--- config.mk ---
export PLATFORM = sky130hd
export DESIGN_NAME = avalon_sram_responder
export DESIGN_NICKNAME = d
export VERILOG_FILES = /design/src/rtl/avalon_sram_responder_pkg.sv /design/src/rtl/avalon_sram_responder.sv
export SDC_FILE = /design/constraint.sdc
export NUM_CORES = 1
export LEC_CHECK = 0
export CAP_MARGIN = 20
export CORE_MARGIN = 5
export CORE_UTILIZATION = 23
export CTS_BUF_LIST = sky130_fd_sc_hd__clkbuf_4 sky130_fd_sc_hd__clkbuf_8
export CTS_CLUSTER_SIZE = 10
export DETAILED_ROUTE_END_ITERATION = 8
export MAX_ROUTING_LAYER = met4
export RECOVER_POWER = 100
export SLEW_MARGIN = 25
export SYNTH_ARGS = -nofsm -noshare
export SYNTH_HDL_FRONTEND = slang
export SYNTH_SLANG_ARGS = --single-unit
--- constraint.sdc ---
create_clock -name clk -period 2.8 [get_ports clk]
set_input_delay 0.7 -clock clk [delete_from_list [all_inputs] [get_ports clk]]
set_output_delay 0.7 -clock clk [all_outputs]
set_load 0.01 [all_outputs]
--- src/rtl/avalon_sram_responder_pkg.sv ---
// Shared types and limits for the Avalon-MM SRAM responder.
// Imported by the responder top; holds the FSM state encoding and the latency ceiling.
package avalon_sram_responder_pkg;

    typedef enum logic [1:0] {
        IDLE,
        ISSUE,
        WAIT,
        DONE
    } avalon_sram_state_t;

    localparam int AVALON_SRAM_MAX_LATENCY = 4;

endpackage

--- src/rtl/avalon_sram_responder.sv ---
// Avalon-MM responder bridging the master onto a single-port synchronous SRAM.
// Decodes the address window, issues one SRAM strobe per access and stalls until it completes.
module avalon_sram_responder
    import avalon_sram_responder_pkg::*;
#(
    parameter int          ADDR_WIDTH   = 10,
    parameter logic [31:0] BASE_ADDR    = 32'h6000_0000,
    parameter int          READ_LATENCY = 1,
    parameter logic [31:0] ERR_DATA     = 32'hDEAD_BEEF
) (
    input  logic                  clk,
    input  logic                  rst,
    input  logic [31:0]           addr,
    input  logic                  read,
    input  logic                  write,
    input  logic [3:0]            byteenable,
    input  logic [31:0]           writedata,
    output logic [31:0]           readdata,
    output logic                  waitrequest,
    output logic                  mem_en,
    output logic [3:0]            mem_we,
    output logic [ADDR_WIDTH-1:0] mem_addr,
    output logic [31:0]           mem_wdata,
    input  logic [31:0]           mem_rdata
);

    localparam int CNT_W   = $clog2(READ_LATENCY + 1);
    localparam int TAG_LSB = ADDR_WIDTH + 2;

    if (READ_LATENCY < 1 || READ_LATENCY > AVALON_SRAM_MAX_LATENCY) begin : g_bad_latency
        $error("avalon_sram_responder: READ_LATENCY out of range");
    end
    if (BASE_ADDR[TAG_LSB-1:0] != '0) begin : g_bad_base
        $error("avalon_sram_responder: BASE_ADDR not aligned to the window size");
    end

    avalon_sram_state_t    state_q;
    logic                  is_read_q;
    logic                  hit_q;
    logic [CNT_W-1:0]      cnt_q;
    logic [31:0]           readdata_q;
    logic                  waitrequest_q;
    logic                  mem_en_q;
    logic [3:0]            mem_we_q;
    logic [ADDR_WIDTH-1:0] mem_addr_q;
    logic [31:0]           mem_wdata_q;

    logic hit;
    assign hit = (addr[31:TAG_LSB] == BASE_ADDR[31:TAG_LSB]);

    // Byte offset within a word is irrelevant to a word-wide SRAM.
    logic unused_addr_lsb;
    assign unused_addr_lsb = ^addr[1:0];

    always_ff @(posedge clk or posedge rst) begin
        if (rst) begin
            state_q       <= IDLE;
            is_read_q     <= 1'b0;
            hit_q         <= 1'b0;
            cnt_q         <= '0;
            readdata_q    <= '0;
            waitrequest_q <= 1'b1;
            mem_en_q      <= 1'b0;
            mem_we_q      <= '0;
            mem_addr_q    <= '0;
            mem_wdata_q   <= '0;
        end else begin
            // NOTE: non-blocking defaults here make the SRAM strobe a one-cycle pulse; later
            // assignments in the same block override them without creating ordering races.
            mem_en_q <= 1'b0;
            mem_we_q <= '0;
            unique case (state_q)
                IDLE: begin
                    if (read || write) begin
                        is_read_q   <= read;
                        hit_q       <= hit;
                        mem_en_q    <= hit;
                        mem_we_q    <= (hit && !read) ? byteenable : 4'h0;
                        mem_addr_q  <= addr[TAG_LSB-1:2];
                        mem_wdata_q <= writedata;
                        state_q     <= ISSUE;
                    end
                end
                ISSUE: begin
                    if (is_read_q && hit_q) begin
                        cnt_q   <= CNT_W'(READ_LATENCY - 1);
                        state_q <= WAIT;
                    end else begin
                        if (is_read_q) readdata_q <= ERR_DATA;
                        waitrequest_q <= 1'b0;
                        state_q       <= DONE;
                    end
                end
                WAIT: begin
                    if (cnt_q == '0) begin
                        readdata_q    <= mem_rdata;
                        waitrequest_q <= 1'b0;
                        state_q       <= DONE;
                    end else begin
                        cnt_q <= cnt_q - 1'b1;
                    end
                end
                DONE: begin
                    waitrequest_q <= 1'b1;
                    state_q       <= IDLE;
                end
                default: state_q <= IDLE;
            endcase
        end
    end

    // Simultaneous read and write is illegal; the read is served and the write dropped.
    a_no_rw_overlap: assert property (@(posedge clk) disable iff (rst)
        !(state_q == IDLE && read && write));

    assign readdata    = readdata_q;
    assign waitrequest = waitrequest_q;
    assign mem_en      = mem_en_q;
    assign mem_we      = mem_we_q;
    assign mem_addr    = mem_addr_q;
    assign mem_wdata   = mem_wdata_q;

endmodule

==> flow_metrics.tcl <==
set metrics [dict create \
    place.gp.congestion 0.7756 \
    syn_area_um2 3667 \
    n_antenna_cell 0 \
    cts_tree "built" \
    yosys_warnings 0 \
    cp_data_required_time_ns 3.04 \
    final_nets 544 \
    slowest_delay_ns 0.56 \
    clk_pin_slew_ns 0.09 \
    crit_chain "dlygate4sd3_1 > o21ai_0 > buf_12 > nand4b_1 > o21ai_0" \
    place_hpwl_um 7040 \
    cts.htree.levels 3 \
    setup_tns_ns 0 \
    critPathArrivalTime_ns 2.48 \
    detail_route.vias_per_cell 3.995 \
    synth-seq-cells 84 \
    drt_iter0_drc 40 \
    max_clock_freq_mhz 446.4 \
    finalCriticalPeriod_ns 2.240 \
    antenna_found_initial 0 \
    clock_latency_ns 0.36 \
    cpMostUsedCell "o21ai_0" \
    place_area_um2 5694 \
    area_delta_synth_final_pct 57.35 \
    p_switching_uw 1788 \
    drt-wirelength-per-cell_um 14.40 \
    maxSlewViolCount 0 \
    grt_pass1_wl_um 14960 \
    die_w_um 136.3 \
    grt.total_usage 0.1086 \
    synth-seq-area-share 0.5735 \
    cts_buffer_depth 2 \
    avgSynthCellArea_um2 14.73 \
    max_cap_violations 0 \
    power_density_nw_per_um2 922.6 \
    grt_start_max_net_pins 85 \
    design_area_um2 5771 \
    syn_inst 249 \
    cts_sinks 84 \
    register_area_um2 2103 \
    drc 0 \
    cp-start-kind "input port" \
    fillers 1583 \
    finalSetupViolations 0 \
    period_share 0.8001 \
    end_kind "flip-flop" \
    crit_buf_inv 2 \
    critical_path_class "in2reg" \
    synth_nets 358 \
    clockPowerShare 0.171 \
    tightest_slew_ns 1.155 \
    portBuffers 181 \
    p_leak_uw 0.002250 \
    row_count 46 \
    cts_resized 0 \
    wirelength_um 9449 \
    vias 2621 \
    multi_input_area_um2 1266 \
    comb_power_share 0.473 \
    slowest_stage "dlygate4sd3_1" \
    hold_buffers 0 \
    peakVddDrop_mv 0.4068 \
    grt_pass1_vias 3003 \
    die_h_um 136.3 \
    crit_family "buffers and inverters" \
    cts_setup_buffers 0 \
    drive_gt1_frac 0.1636 \
    hold_violations 0 \
    fp.dieArea_um2 18570 \
    start_util 0.2325 \
    status "finished, final reports clean" \
    power.internal_uw 3536 \
    cts_root_buffer "clkbuf_8" \
    cts_buffers 9 \
    overflow 0 \
    slew_headroom 0.2303 \
    drtAntennaViolNets 0 \
    p_seq_frac 0.356 \
    p_sw_frac 0.3358 \
    yosysUniqueCellTypes 29 \
    ios 184 \
    rsz0062_at_grt "false" \
    first_pass_iters 4 \
    fp.coreArea_um2 15770 \
    worstPathMaxFanout 42 \
    clock_skew_ns 0.006831 \
    hp-class "reg2reg" \
]
## Yosys cell counts, drive strengths merged
master / count / area share
a21boi: 1 / 0.0051
a21oi: 1 / 0.0014
a22o: 1 / 0.0024
a31oi: 1 / 0.0017
and4bb: 1 / 0.0034
buf: 8 / 0.030
clkbuf: 3 / 0.0031
dfrtp: 83 / 0.57
dfstp: 1 / 0.0072
ha: 5 / 0.017
inv: 15 / 0.015
mux2: 67 / 0.23
mux2i: 8 / 0.022
nand2: 13 / 0.013
nand2b: 21 / 0.038
nand4b: 1 / 0.0065
nor2: 1 / 0.0010
nor4: 8 / 0.017
o211ai: 1 / 0.0020
o21ai: 4 / 0.0085
or2b: 4 / 0.0082
or3b: 1 / 0.0024
## logic make-up (layout without fill, tap and decap cells)
family,count (synthesis),after routing,share of synthesized area
and+or+nand+nor,50,50,0.08973
muxes,75,75,0.2501
AOI/OAI and AO/OA,9,9,0.02115
adders and majority gates,5,5,0.01706
buffers and inverters,26,217,0.04844
DFF,84,84,0.5735
## flip-flops by register name (all words and copies together) (netlist names)
signal / count
hit_q: 1
is_read_q: 1
mem_addr: 10
mem_en: 1
mem_wdata: 32
mem_we: 4
readdata: 32
state_q: 2
waitrequest: 1
## routing by layer
metal,routed length [um],vias to the layer above,GRT usage
met3,893,16,0.04182
li1,-,1215,-
met1,3995,1264,0.1246
met2,4325,126,0.1668
met5,0,-,-
met4,235,0,0.05263
## layout by cell type, fill, tap and decap left out, drive strengths merged, types with 3 or more instances in the layout
cell / n
buf: 4
clkbuf: 11
clkdlybuf4s50: 99
clkinvlp: 3
dfrtp: 83
dlygate4sd3: 82
ha: 5
inv: 16
mux2: 67
mux2i: 8
nand2: 13
nand2b: 21
nor4: 8
o21ai: 4
or2b: 4
## stage by stage
stage / instances / setup WS [ns] / util / hold slack, ns / power, uW
after global placement: 640 / 0.6267 / 0.3611 / 0.4868 / 4884
final: 656 / 0.5596 / 0.3659 / 0.4829 / 5324
after detailed placement: 640 / 0.5707 / 0.3611 / 0.4921 / 4969
after floorplan: 249 / 1.063 / - / 0.4896 / 3820
after CTS: 656 / 0.6196 / 0.3743 / 0.5149 / 5949
after global routing: 656 / 0.3915 / 0.3659 / 0.4972 / 5727
## layout make-up
| cell class | count | share of cell area |
|---|---|---|
| flip-flops and latches | 84 | 0.3645 |
| inverters | 15 | 0.01041 |
| multi-input cells | 139 | 0.2194 |
| repair buffers | 186 | 0.3226 |
| well taps | 216 | 0.04683 |
| clock buffers | 10 | 0.02385 |
| clock inverters | 6 | 0.01236 |
## power by group through the flow
stage          Sequential, uW  Combinational [uW]  Clock, uW
2_1_floorplan            2130                1690          0
3_3_place_gp             1930                2960          0
3_5_place_dp             1940                3030          0
4_1_cts                  1930                3040        976
5_1_grt                  1960                2750       1020
6_report                 1900                2520        910
## path summary, 6_finish.rpt
path	start	to	slack, ns	depth (start not counted)
max in group asynchronous	rst	is_read_q	0.82	3
min in group asynchronous	rst	readdata[15]	1.23	3
hold reg to reg	readdata[26]	readdata[26]	0.48	1
setup / recovery	read	hit_q	0.56	5
hold / removal	readdata[26]	readdata[26]	0.48	1
setup reg to reg	state_q[0]	mem_we[2]	0.62	6
Note: power is estimated with default switching activity, not from simulation.
